**config.mk**
```make
export PLATFORM = sky130hd
export DESIGN_NAME = cla_nibble_sequencer
export DESIGN_NICKNAME = d
export VERILOG_FILES = /design/src/rtl/cla_nibble_sequencer.sv
export SDC_FILE = /design/constraint.sdc
export NUM_CORES = 1
export LEC_CHECK = 0
export ABC_CLOCK_PERIOD_IN_PS = 2600
export CORE_MARGIN = 1.5
export CORE_UTILIZATION = 47
export DETAILED_ROUTE_END_ITERATION = 6
export PLACE_DENSITY = 0.84
export SLEW_MARGIN = 20
export SYNTH_ARGS = -nofsm -noshare
export SYNTH_HDL_FRONTEND = slang
export SYNTH_SLANG_ARGS = --single-unit
```
**constraint.sdc**
```tcl
create_clock -name clk -period 2.6 [get_ports clk]
set_input_delay 0.65 -clock clk [delete_from_list [all_inputs] [get_ports clk]]
set_output_delay 0.65 -clock clk [all_outputs]
set_load 0.02 [all_outputs]
```
**src/rtl/cla_nibble_sequencer.sv**
```systemverilog
// cla_nibble_sequencer: WIDTH-bit adder built from one shared external 4-bit
// carry-lookahead adder, stepped one nibble per cycle, LSB nibble first.
// The inter-nibble carry is registered between cycles.
// Optional feature macro: CLA_SEQ_SUB_EN adds subtraction (A - B) via op_sub.
module cla_nibble_sequencer #(
    parameter int NIBBLES = 4
) (
    input  logic                   clk,
    input  logic                   rst_n,
    input  logic                   op_valid,
    output logic                   op_ready,
    input  logic [4*NIBBLES-1:0]   op_a,
    input  logic [4*NIBBLES-1:0]   op_b,
    input  logic                   op_cin,
    input  logic                   op_sub,
    output logic                   res_valid,
    input  logic                   res_ready,
    output logic [4*NIBBLES-1:0]   res_sum,
    output logic                   res_cout,
    output logic                   res_ovf,
    output logic                   busy,
    output logic [3:0]             cla_a,
    output logic [3:0]             cla_b,
    output logic                   cla_cin,
    input  logic [3:0]             cla_s,
    input  logic                   cla_cout
);

    localparam int WIDTH = 4 * NIBBLES;
    localparam int IDX_W = (NIBBLES > 1) ? $clog2(NIBBLES) : 1;
    localparam logic [IDX_W-1:0] LAST = IDX_W'(NIBBLES - 1);

    typedef enum logic [1:0] {
        IDLE = 2'd0,
        RUN  = 2'd1,
        DONE = 2'd2
    } state_t;

    state_t             state;
    logic [WIDTH-1:0]   a_reg;
    logic [WIDTH-1:0]   b_reg;
    logic               carry;
    logic [IDX_W-1:0]   idx;
    logic [3:0]         a_nib;
    logic [3:0]         b_nib;
    logic               msb_cin;

`ifdef CLA_SEQ_SUB_EN
    logic               sub_reg;
`else
    logic               unused_op_sub;
    assign unused_op_sub = op_sub;
`endif

    // Handshake and status flags come straight from the registered state
    assign op_ready  = (state == IDLE);
    assign busy      = (state != IDLE);
    assign res_valid = (state == DONE);

    // Select the current nibble of each latched operand (B inverted for subtract)
    always_comb begin
        a_nib = 4'd0;
        b_nib = 4'd0;
        for (int k = 0; k < NIBBLES; k++) begin
            if (idx == IDX_W'(k)) begin
                a_nib = a_reg[4*k +: 4];
                b_nib = b_reg[4*k +: 4];
            end
        end
`ifdef CLA_SEQ_SUB_EN
        b_nib = b_nib ^ {4{sub_reg}};
`endif
    end

    // The CLA only sees live operands while a nibble is being processed
    assign cla_a   = (state == RUN) ? a_nib : 4'd0;
    assign cla_b   = (state == RUN) ? b_nib : 4'd0;
    assign cla_cin = (state == RUN) ? carry : 1'b0;

    // Carry into the sign bit, recovered from the MSB nibble's top bit slice
    assign msb_cin = a_nib[3] ^ b_nib[3] ^ cla_s[3];

    // Sequencer FSM: accept operands, step nibbles, present result until taken
    always_ff @(posedge clk or negedge rst_n) begin
        if (!rst_n) begin
            state    <= IDLE;
            a_reg    <= '0;
            b_reg    <= '0;
            carry    <= 1'b0;
            idx      <= '0;
            res_sum  <= '0;
            res_cout <= 1'b0;
            res_ovf  <= 1'b0;
`ifdef CLA_SEQ_SUB_EN
            sub_reg  <= 1'b0;
`endif
        end else begin
            case (state)
                IDLE: begin
                    if (op_valid) begin
                        a_reg <= op_a;
                        b_reg <= op_b;
                        idx   <= '0;
`ifdef CLA_SEQ_SUB_EN
                        sub_reg <= op_sub;
                        carry   <= op_sub ? 1'b1 : op_cin;
`else
                        carry   <= op_cin;
`endif
                        state <= RUN;
                    end
                end
                RUN: begin
                    for (int k = 0; k < NIBBLES; k++) begin
                        if (idx == IDX_W'(k)) begin
                            res_sum[4*k +: 4] <= cla_s;
                        end
                    end
                    carry <= cla_cout;
                    if (idx == LAST) begin
                        res_cout <= cla_cout;
                        res_ovf  <= cla_cout ^ msb_cin;
                        state    <= DONE;
                    end else begin
                        idx <= idx + 1'b1;
                    end
                end
                DONE: begin
                    if (res_ready) begin
                        state <= IDLE;
                    end
                end
                default: state <= IDLE;
            endcase
        end
    end

endmodule

```
==> results of run 1 <==
## layout make-up
type | instances | area [um2]
clock buffers | 6 | 72.6
clock inverters | 2 | 12.5
fillers | 411 | 1650
inverters | 12 | 45.0
multi-input cells | 121 | 1060
flip-flops and latches | 55 | 1380
well taps | 70 | 87.6
repair buffers | 88 | 841
## cell usage in the layout, fill, tap and decap left out, types with 2 or more instances in the layout
master / count
mux2_1: 3
inv_1: 10
a221oi_2: 5
nand2_1: 21
mux2_2: 40
nor2_1: 2
xnor2_1: 2
buf_4: 19
a21oi_2: 5
dfrtp_1: 54
buf_6: 2
mux2i_1: 2
buf_12: 2
clkbuf_8: 5
inv_2: 2
clkdlybuf4s50_1: 62
ha_4: 2
buf_2: 2
nand2b_1: 2
o21ai_0: 12
a211o_1: 7
a21oi_1: 5
and2_1: 2
ha_2: 2
## metrics by stage
step	total power, mW	hold WS, ns	setup TNS, ns
floorplan	3.04	0.354	0
global placement	3.94	0.473	-0.484
detailed placement	4.02	0.481	-0.606
CTS	4.51	0.318	0
global route	4.89	0.342	-0.152
finish	4.59	0.302	0
## power by group through the flow
stage | Combinational [mW] | Clock [mW] | Sequential, mW
floorplan | 1.38 | 0 | 1.66
global placement | 2.43 | 0 | 1.51
detailed placement | 2.49 | 0 | 1.54
CTS | 2.50 | 0.471 | 1.54
global route | 2.79 | 0.498 | 1.60
finish | 2.59 | 0.453 | 1.55
## worst max-delay path, stage by stage (launching register included)
cell      delay [ns]
dfrtp_2         0.45
ha_4            0.17
and2b_4         0.32
a221oi_1        0.10
a211o_1         0.30
a21oi_2         0.14
buf_6           0.14
## metal layers
metal,up-vias,track usage (%)
met1,883,26.4
met5,-,0
met2,65,34.9
met4,0,5.19
met3,11,4.19
li1,858,-
## worst paths after layout
path                            startpoint        end  slack (ns)  depth (start not counted)
worst max-delay path                idx[0]   cla_b[0]        0.03                          6
worst min-delay path                 rst_n   a_reg[6]        0.30                          1
worst max register to register      idx[0]    res_ovf        0.70                          7
worst min register to register   a_reg[14]  a_reg[14]        0.50                          1
max in group asynchronous            rst_n     idx[0]        1.65                          2
min in group clk                 a_reg[14]  a_reg[14]        0.50                          1
## timing repair
item,4_1_cts,5_1_grt
setup buffers,1,1
endpoints found under the setup margin,8,8
pin swaps,0,4
hold endpoints to repair,0,0
hold buffers,0,0
gates resized for setup,39,20
## logic make-up after synthesis
kind of cell / count (synthesis)
muxes: 45
xor gates and xnor gates: 2
adders and majority gates: 4
buffers and inverters: 25
and+or+nand+nor: 33
DFF: 55
AOI/OAI and AO/OA: 37
==> results.sh, run 1 <==
export IMPL_end_kind="primary output"
export IMPL_synth_edff_count=0
export IMPL_synth_most_common_cell="dfrtp_1"
export IMPL_pwr_share_seq_pct=33.6
export IMPL_synth_top_family_by_area="multiplexers"
export IMPL_synth_top_area_share_pct=54.9
export IMPL_grt_pass1_wl_mm=9.32
export IMPL_die_y_um=76.0
export IMPL_finalWorstSetupSlack_ns=0.0334
export IMPL_m1WireLength_mm=2.51
export IMPL_synth_common_cells="dfrtp_1, mux2_2, nand2_1"
export IMPL_synth_fp_nets=248
export IMPL_gr_total_overflow=0
export IMPL_period_minus_slack_ns=2.57
export IMPL_numCtsBuffers=5
export IMPL_wl_per_cell_um=16.1
export IMPL_ys_types=27
export IMPL_cap_violations=0
export IMPL_clk_pin_slew_ns=0.10
export IMPL_tightest_slew_ns=0.543
export IMPL_synth_flop_cell="dfrtp_1"
export IMPL_status="complete, no violations"
export IMPL_hold_path_class="input pin to async pin"
export IMPL_portBuffers=71
export IMPL_synth_seq_cells=55
export IMPL_postSynthCellCount=201
export IMPL_p_switching_mw=1.76
export IMPL_hold_viol=0
export IMPL_fin_area_mm2=0.00349
export IMPL_wl_met3_um=291
export IMPL_comb_power_share_pct=56.5
export IMPL_fp_row_count=26
export IMPL_swShare_pct=38.4
export IMPL_setup_viol=0
export IMPL_peakVddDrop_mv=1.05
export IMPL_drtIter0Drc=115
export IMPL_drc=0
export IMPL_layout_area_overhead_vs_synth_pct=39.3
export IMPL_ant_nets=0
export IMPL_clockBufferDepth=2
export IMPL_place_inst=344
export IMPL_final_cells=354
export IMPL_synth_xor_area_share_pct=0.699
export IMPL_grt_usage_pct=20.3
export IMPL_yosys_warnings=0
export IMPL_async_flop_share_pct=100
export IMPL_viasPerCell=5.13
export IMPL_fmax_mhz=390
export IMPL_p_int_mw=2.83
export IMPL_synth_area_mm2=0.00251
export IMPL_crit_required_ns=1.95
export IMPL_firstDrtPassIters=7
export IMPL_clockPowerShare_pct=9.9
export IMPL_placed_area_mm2=0.00333
export IMPL_antenna_found_initial=0
export IMPL_initial_utilization_pct=48.8
export IMPL_grt_max_degree=42
export IMPL_dieArea_mm2=0.00578
export IMPL_synth_area_leaders="dfrtp_1, mux2_2, nand2_1, a211o_1, o21ai_0"
export IMPL_core_region_area_mm2=0.00514
export IMPL_cts_sinks=55
export IMPL_final_nets=330
export IMPL_crit_type="flip-flop to primary output"
export IMPL_p_leak_nw=1.48
export IMPL_clock_latency_ns=0.31
export IMPL_io_pins=73
export IMPL_slew_violations=0
export IMPL_vias=1817
export IMPL_startpoint_type="flip-flop"
export IMPL_top_layer_used="met4"
export IMPL_drive_gt1_share_pct=33.1
export IMPL_grt_pass1_vias=1900
export IMPL_wirelength_mm=5.72
export IMPL_cp_arrival_ns=1.92
export IMPL_synth_area_leader_cell="dfrtp_1"
export IMPL_power_density_mw_per_mm2=1320
export IMPL_clock_root_buffer="clkbuf_8"
export IMPL_rsz0062_at_grt="yes"
export IMPL_timing_final_crit_share_pct=98.7
export IMPL_cp_max_fo=7
export IMPL_place_ws_ns=-0.129
export IMPL_gp_congestion=0.773
export IMPL_fin_skew_ns=0.00677
export IMPL_h_tree_depth=2
export IMPL_dpl_hpwl_mm=4.11
export IMPL_synth_compound_area_share_pct=10.1
export IMPL_yosysSeqAreaShare_pct=54.9
export IMPL_final_util_pct=67.9
export IMPL_wl_met2_mm=2.82
export IMPL_tritoncts="built"
export IMPL_muxShareOfSynthArea_pct=20.1
export IMPL_avgSynthCellArea_um2=12.5
export IMPL_die_w_um=76.0
export IMPL_synth_simple_area_share_pct=6.14
export IMPL_synth_fa_ha_area_share_pct=2.00
export IMPL_slew_headroom_pct=63.8
export IMPL_antenna_cells=0
Power figures use the tool's default switching activity.
==> inputs of run 2 (changes only) <==
Settings changed: ABC_CLOCK_PERIOD_IN_PS 2600 to 3190, CORE_UTILIZATION 47 to 51, PLACE_DENSITY 0.84 to 0.9.
Clock period 2.6 ns to 3.19 ns, I/O delays scaled along.
==> results.sh, run 2 (synthesis results as in run 1) <==
export IMPL_status="complete, no violations"
export IMPL_end_kind="primary output"
export IMPL_fillers=331
export IMPL_clock_root_buffer="clkbuf_8"
export IMPL_seqCellArea_mm2=0.00138
export IMPL_grt_usage_pct=21.6
export IMPL_worstPathCellList="inv_1, ha_1, and2b_2, a221oi_1, a211o_1, a21oi_1, clkdlybuf4s15_1"
export IMPL_wl_per_cell_um=15.8
export IMPL_drive_gt1_share_pct=22.4
export IMPL_r2r_end="res_ovf"
export IMPL_crit_type="flip-flop to primary output"
export IMPL_setup_viol=0
export IMPL_portBuffers=71
export IMPL_placed_area_mm2=0.00325
export IMPL_antenna_cells=0
export IMPL_die_y_um=73.1
export IMPL_ant_nets=0
export IMPL_final_cell_mix="clkdlybuf4s50_1, dfrtp_1, mux2_2, nand2_1"
export IMPL_tritoncts="built"
export IMPL_whs_path_depth=1
export IMPL_worstHoldEndpoint="a_reg[14]"
export IMPL_cap_violations=0
export IMPL_hold_path_class="flip-flop to flip-flop"
export IMPL_fmax_mhz=326
export IMPL_drtIter0Drc=122
export IMPL_multi_input_area_mm2=0.00100
export IMPL_final_nets=318
export IMPL_antenna_found_initial=0
export IMPL_dieArea_mm2=0.00534
export IMPL_fin_area_mm2=0.00336
export IMPL_cp_slowest_cell="dfrtp_1"
export IMPL_tightest_slew_ns=0.680
export IMPL_fin_hold_ws_ns=0.505
export IMPL_cp_arrival_ns=2.27
export IMPL_crit_required_ns=2.39
export IMPL_wirelength_mm=5.34
export IMPL_startpoint_type="flip-flop"
export IMPL_layout_commonest_cell="clkdlybuf4s50_1"
export IMPL_fp_row_count=25
export IMPL_clk_pin_slew_ns=0.09
export IMPL_firstDrtPassIters=4
export IMPL_cp_top_family="compound AO/OA/AOI/OAI gates"
export IMPL_rr_startpoint="idx[1]"
export IMPL_min_delay_start="a_reg[14]"
export IMPL_hold_viol=0
export IMPL_io_pins=73
export IMPL_grt_pass1_vias=1860
export IMPL_h_tree_depth=2
export IMPL_r2r_cells=6
export IMPL_gr_total_overflow=0
export IMPL_viasPerCell=5.27
export IMPL_crit_buf_inv=2
export IMPL_grt_max_degree=56
export IMPL_slew_violations=0
export IMPL_initial_utilization_pct=53.1
export IMPL_period_minus_slack_ns=3.07
export IMPL_vias=1786
export IMPL_cts_sinks=55
export IMPL_power_density_mw_per_mm2=1050
export IMPL_dpl_hpwl_mm=3.88
export IMPL_peakVddDrop_mv=0.654
export IMPL_final_util_pct=71.1
export IMPL_r2r_setup_slack_ns=1.34
export IMPL_numCtsBuffers=5
export IMPL_p_leak_nw=1.44
export IMPL_clockBufferDepth=2
export IMPL_core_region_area_mm2=0.00472
export IMPL_critPathMaxStageDelay_ns=0.43
export IMPL_timing_final_crit_share_pct=96.2
export IMPL_gp_congestion=0.820
export IMPL_drc=0
export IMPL_grt_pass1_wl_mm=8.62
export IMPL_die_w_um=73.1
export IMPL_slew_headroom_pct=54.7
export IMPL_fin_skew_ns=0.00796
export IMPL_layout_area_overhead_vs_synth_pct=34.0
export IMPL_clock_latency_ns=0.31
export IMPL_cp_max_fo=7
export IMPL_cp_num_cells=7
[run 2: changes by cell type in the layout (fill, tap and decap cells not counted), sizes merged]
cell	previous run	this run
buf	25	6
dlygate4sd2	0	5
clkbuf	7	6
clkdlybuf4s15	0	1
clkdlybuf4s50	62	63
dlymetal6s2s	0	1
[run 2: through the flow]
| stage | total power, mW | setup WS [ns] | cells | TNS, ns |
|---|---|---|---|---|
| after global placement | 3.11 | 0.274 | 331 | 0 |
| after detailed placement | 3.19 | 0.217 | 331 | 0 |
| final | 3.53 | 0.123 | 339 | 0 |
| after global routing | 3.77 | -0.0000857 | 339 | -0.0000857 |
| after floorplan | 2.48 | 0.804 | 201 | 0 |
| after CTS | 3.54 | 0.0819 | 339 | 0 |
[run 2: worst max-delay path by stage]
| stage | startpoint | to |
|---|---|---|
| detailed placement | idx[0] | cla_a[1] |
| global placement | idx[0] | cla_a[0] |
| global route | idx[0] | cla_a[0] |
| finish | idx[1] | cla_a[0] |
| CTS | idx[0] | cla_b[3] |
| floorplan | idx[1] | cla_a[0] |
[run 2: cell type report]
| type | instances | share of cell area (%) |
|---|---|---|
| clock inverters | 2 | 0.373 |
| inverters | 12 | 1.34 |
| repair buffers | 76 | 22.8 |
| clock buffers | 6 | 2.16 |
| multi-input cells | 121 | 29.9 |
| well taps | 67 | 2.50 |
| flip-flops and latches | 55 | 41.0 |
[run 2: power by group]
group          total, mW  switching, mW  internal, mW
registers           1.25          0.193          1.05
clock network      0.373          0.220         0.154
logic               1.91          0.947         0.968
[run 2: what timing repair did]
item,CTS,global route
endpoints found under the setup margin,7,1
setup buffers,0,0
gates resized for setup,8,4
hold buffers,0,0
[run 2: layer usage]
layer  up-vias  GRT usage (%)  wire [um]
met1       877           26.2       2150
met5         -              0          0
met2        64           36.0       2720
li1        835              -          -
met3        10           6.08        345
met4         0           9.01        130
==> inputs of run 3 (changes only) <==
==> constraint.sdc (replaced) <==
create_clock -name clk -period 3.19 [get_ports clk]
set_input_delay 0.638 -clock clk [delete_from_list [all_inputs] [get_ports clk]]
set_output_delay 0.638 -clock clk [all_outputs]
set_load 0.02 [all_outputs]
==> results.sh, run 3 (synthesis results as in run 1) <==
export IMPL_h_tree_depth=2
export IMPL_dieArea_mm2=0.00534
export IMPL_layout_commonest_cell="clkdlybuf4s50_1"
export IMPL_portBuffers=71
export IMPL_drc=0
export IMPL_die_y_um=73.1
export IMPL_drive_gt1_share_pct=22.1
export IMPL_cap_violations=0
export IMPL_grt_pass1_vias=1950
export IMPL_grt_max_degree=56
export IMPL_timing_final_crit_share_pct=96.0
export IMPL_layout_area_overhead_vs_synth_pct=34.0
export IMPL_ant_nets=0
export IMPL_hold_path_class="input pin to async pin"
export IMPL_gp_congestion=0.811
export IMPL_p_leak_nw=1.49
export IMPL_cp_slowest_cell="clkdlybuf4s50_1"
export IMPL_fin_setup_tns_ns=0
export IMPL_vias=1778
export IMPL_initial_utilization_pct=53.1
export IMPL_fmax_mhz=326
export IMPL_die_w_um=73.1
export IMPL_p_switching_mw=1.34
export IMPL_wl_per_cell_um=15.6
export IMPL_antenna_found_initial=0
export IMPL_fin_skew_ns=0.0102
export IMPL_cp_arrival_ns=2.43
export IMPL_crit_buf_inv=2
export IMPL_fp_row_count=25
export IMPL_cp_top_family="buffers and inverters"
export IMPL_p_int_mw=2.25
export IMPL_slew_headroom_pct=54.3
export IMPL_tritoncts="built"
export IMPL_pwr_share_seq_pct=34.7
export IMPL_ctsHoldBuffers=0
export IMPL_clock_root_buffer="clkbuf_8"
export IMPL_cts_sinks=55
export IMPL_final_cell_mix="clkdlybuf4s50_1, dfrtp_1, mux2_2, nand2_1"
export IMPL_cp_num_cells=7
export IMPL_rsz0062_at_grt="no"
export IMPL_r2r_setup_slack_ns=1.43
export IMPL_peakVddDrop_mv=0.652
export IMPL_final_nets=319
export IMPL_dpl_hpwl_mm=3.79
export IMPL_clock_latency_ns=0.31
export IMPL_grt_usage_pct=21.6
export IMPL_numCtsBuffers=5
export IMPL_tightest_slew_ns=0.685
export IMPL_antenna_cells=0
export IMPL_swShare_pct=37.3
export IMPL_startpoint_type="flip-flop"
export IMPL_clockPowerShare_pct=12.4
export IMPL_crit_required_ns=2.55
export IMPL_drtIter0Drc=134
export IMPL_grt_pass1_wl_mm=8.72
export IMPL_worstPathCellList="inv_1, ha_1, and2b_2, a221oi_2, a211o_1, a21oi_1, clkdlybuf4s50_1"
export IMPL_comb_power_share_pct=52.9
export IMPL_clk_pin_slew_ns=0.09
export IMPL_slew_violations=0
export IMPL_status="complete, no violations"
export IMPL_setup_viol=0
export IMPL_end_kind="primary output"
export IMPL_rr_startpoint="idx[1]"
export IMPL_cp_endpoint="cla_a[2]"
export IMPL_r2r_end="res_ovf"
export IMPL_crit_type="flip-flop to primary output"
export IMPL_r2r_cells=6
export IMPL_io_pins=73
export IMPL_hold_viol=0
export IMPL_clockBufferDepth=2
export IMPL_core_region_area_mm2=0.00472
export IMPL_power_density_mw_per_mm2=1070
export IMPL_critPathMaxStageDelay_ns=0.62
export IMPL_period_minus_slack_ns=3.06
export IMPL_fillers=354
export IMPL_fin_hold_ws_ns=0.453
export IMPL_viasPerCell=5.24
export IMPL_firstDrtPassIters=4
export IMPL_cp_startpoint="idx[1]"
export IMPL_cp_max_fo=7
export IMPL_post_cts_buffers=0
export IMPL_gr_total_overflow=0
export IMPL_wirelength_mm=5.30
-- run 3: cell types whose count changed in the layout (fill, tap and decap cells not counted) --
| cell | previous run | this run |
|---|---|---|
| dlygate4sd2_1 | 5 | 0 |
| dlymetal6s2s_1 | 1 | 5 |
| buf_4 | 3 | 6 |
| buf_12 | 2 | 0 |
| clkdlybuf4s50_1 | 63 | 65 |
| a221oi_1 | 4 | 5 |
| a221oi_2 | 2 | 1 |
| bufinv_16 | 0 | 1 |
| clkdlybuf4s15_1 | 1 | 0 |
| clkinv_2 | 1 | 0 |
| clkinvlp_4 | 1 | 0 |
| ha_2 | 0 | 1 |
| ha_4 | 1 | 0 |
-- run 3: worst min path at each step --
| stage | endpoint | cells past startpoint | slack [ns] |
|---|---|---|---|
| finish | a_reg[1] | 2 | 0.45 |
| global route | a_reg[3] | 2 | 0.50 |
| CTS | a_reg[1] | 2 | 0.47 |
| detailed placement | res_sum[3] | 1 | 0.49 |
| global placement | a_reg[12] | 1 | 0.48 |
| floorplan | a_reg[0] | 0 | 0.34 |
-- run 3: power groups by stage --
stage	logic (mW)	clock network [mW]	registers, mW
3_3_place_gp	1.86	0	1.24
3_5_place_dp	1.91	0	1.26
2_1_floorplan	1.12	0	1.35
6_report	1.90	0.445	1.25
4_1_cts	1.92	0.454	1.25
5_1_grt	2.05	0.483	1.29
-- run 3: metrics by stage --
step	total power [mW]	std cells	util, %	instance area [um2]	worst slack (ns)
2_1_floorplan	2.48	201	-	2510	0.963
3_3_place_gp	3.09	332	68.5	3230	0.477
3_5_place_dp	3.17	332	68.5	3230	0.400
4_1_cts	3.62	339	70.6	3340	0.0505
5_1_grt	3.83	339	71.1	3360	0.00197
6_report	3.59	339	71.1	3360	0.126
-- run 3: repair_timing --
action | 4_1_cts | 5_1_grt
gates resized for setup | 0 | 7
endpoints found under the hold margin | 0 | 0
endpoints found under the setup margin | 0 | 7
-- run 3: layout make-up --
cell class,instances,area [um2],area share (%)
clock buffer,6,72.6,2.16
clock inverter,1,30.0,0.894
inverter,12,45.0,1.34
multi-input combinational,121,987,29.4
sequential,55,1380,41.0
tap,67,83.8,2.50
timing repair buffer,77,763,22.7
-- run 3: worst reg2reg max path: cells and delay by family, from the launching register on --
family                   cells  cell delay (ns)
AO/OA/AOI/OAI                2             0.30
adder cells (fa/ha/maj)      1             0.19
buffers and inverters        1             0.08
flip-flops                   1             0.41
AND/OR/NAND/NOR              2             0.71
-- run 3: routing by layer --
layer	global-route usage, %	vias to the layer above	wire length (um)
met1	26.5	872	2260
li1	-	833	-
met5	0	-	0
met4	7.34	0	81
met2	36.0	65	2600
met3	6.91	8	344
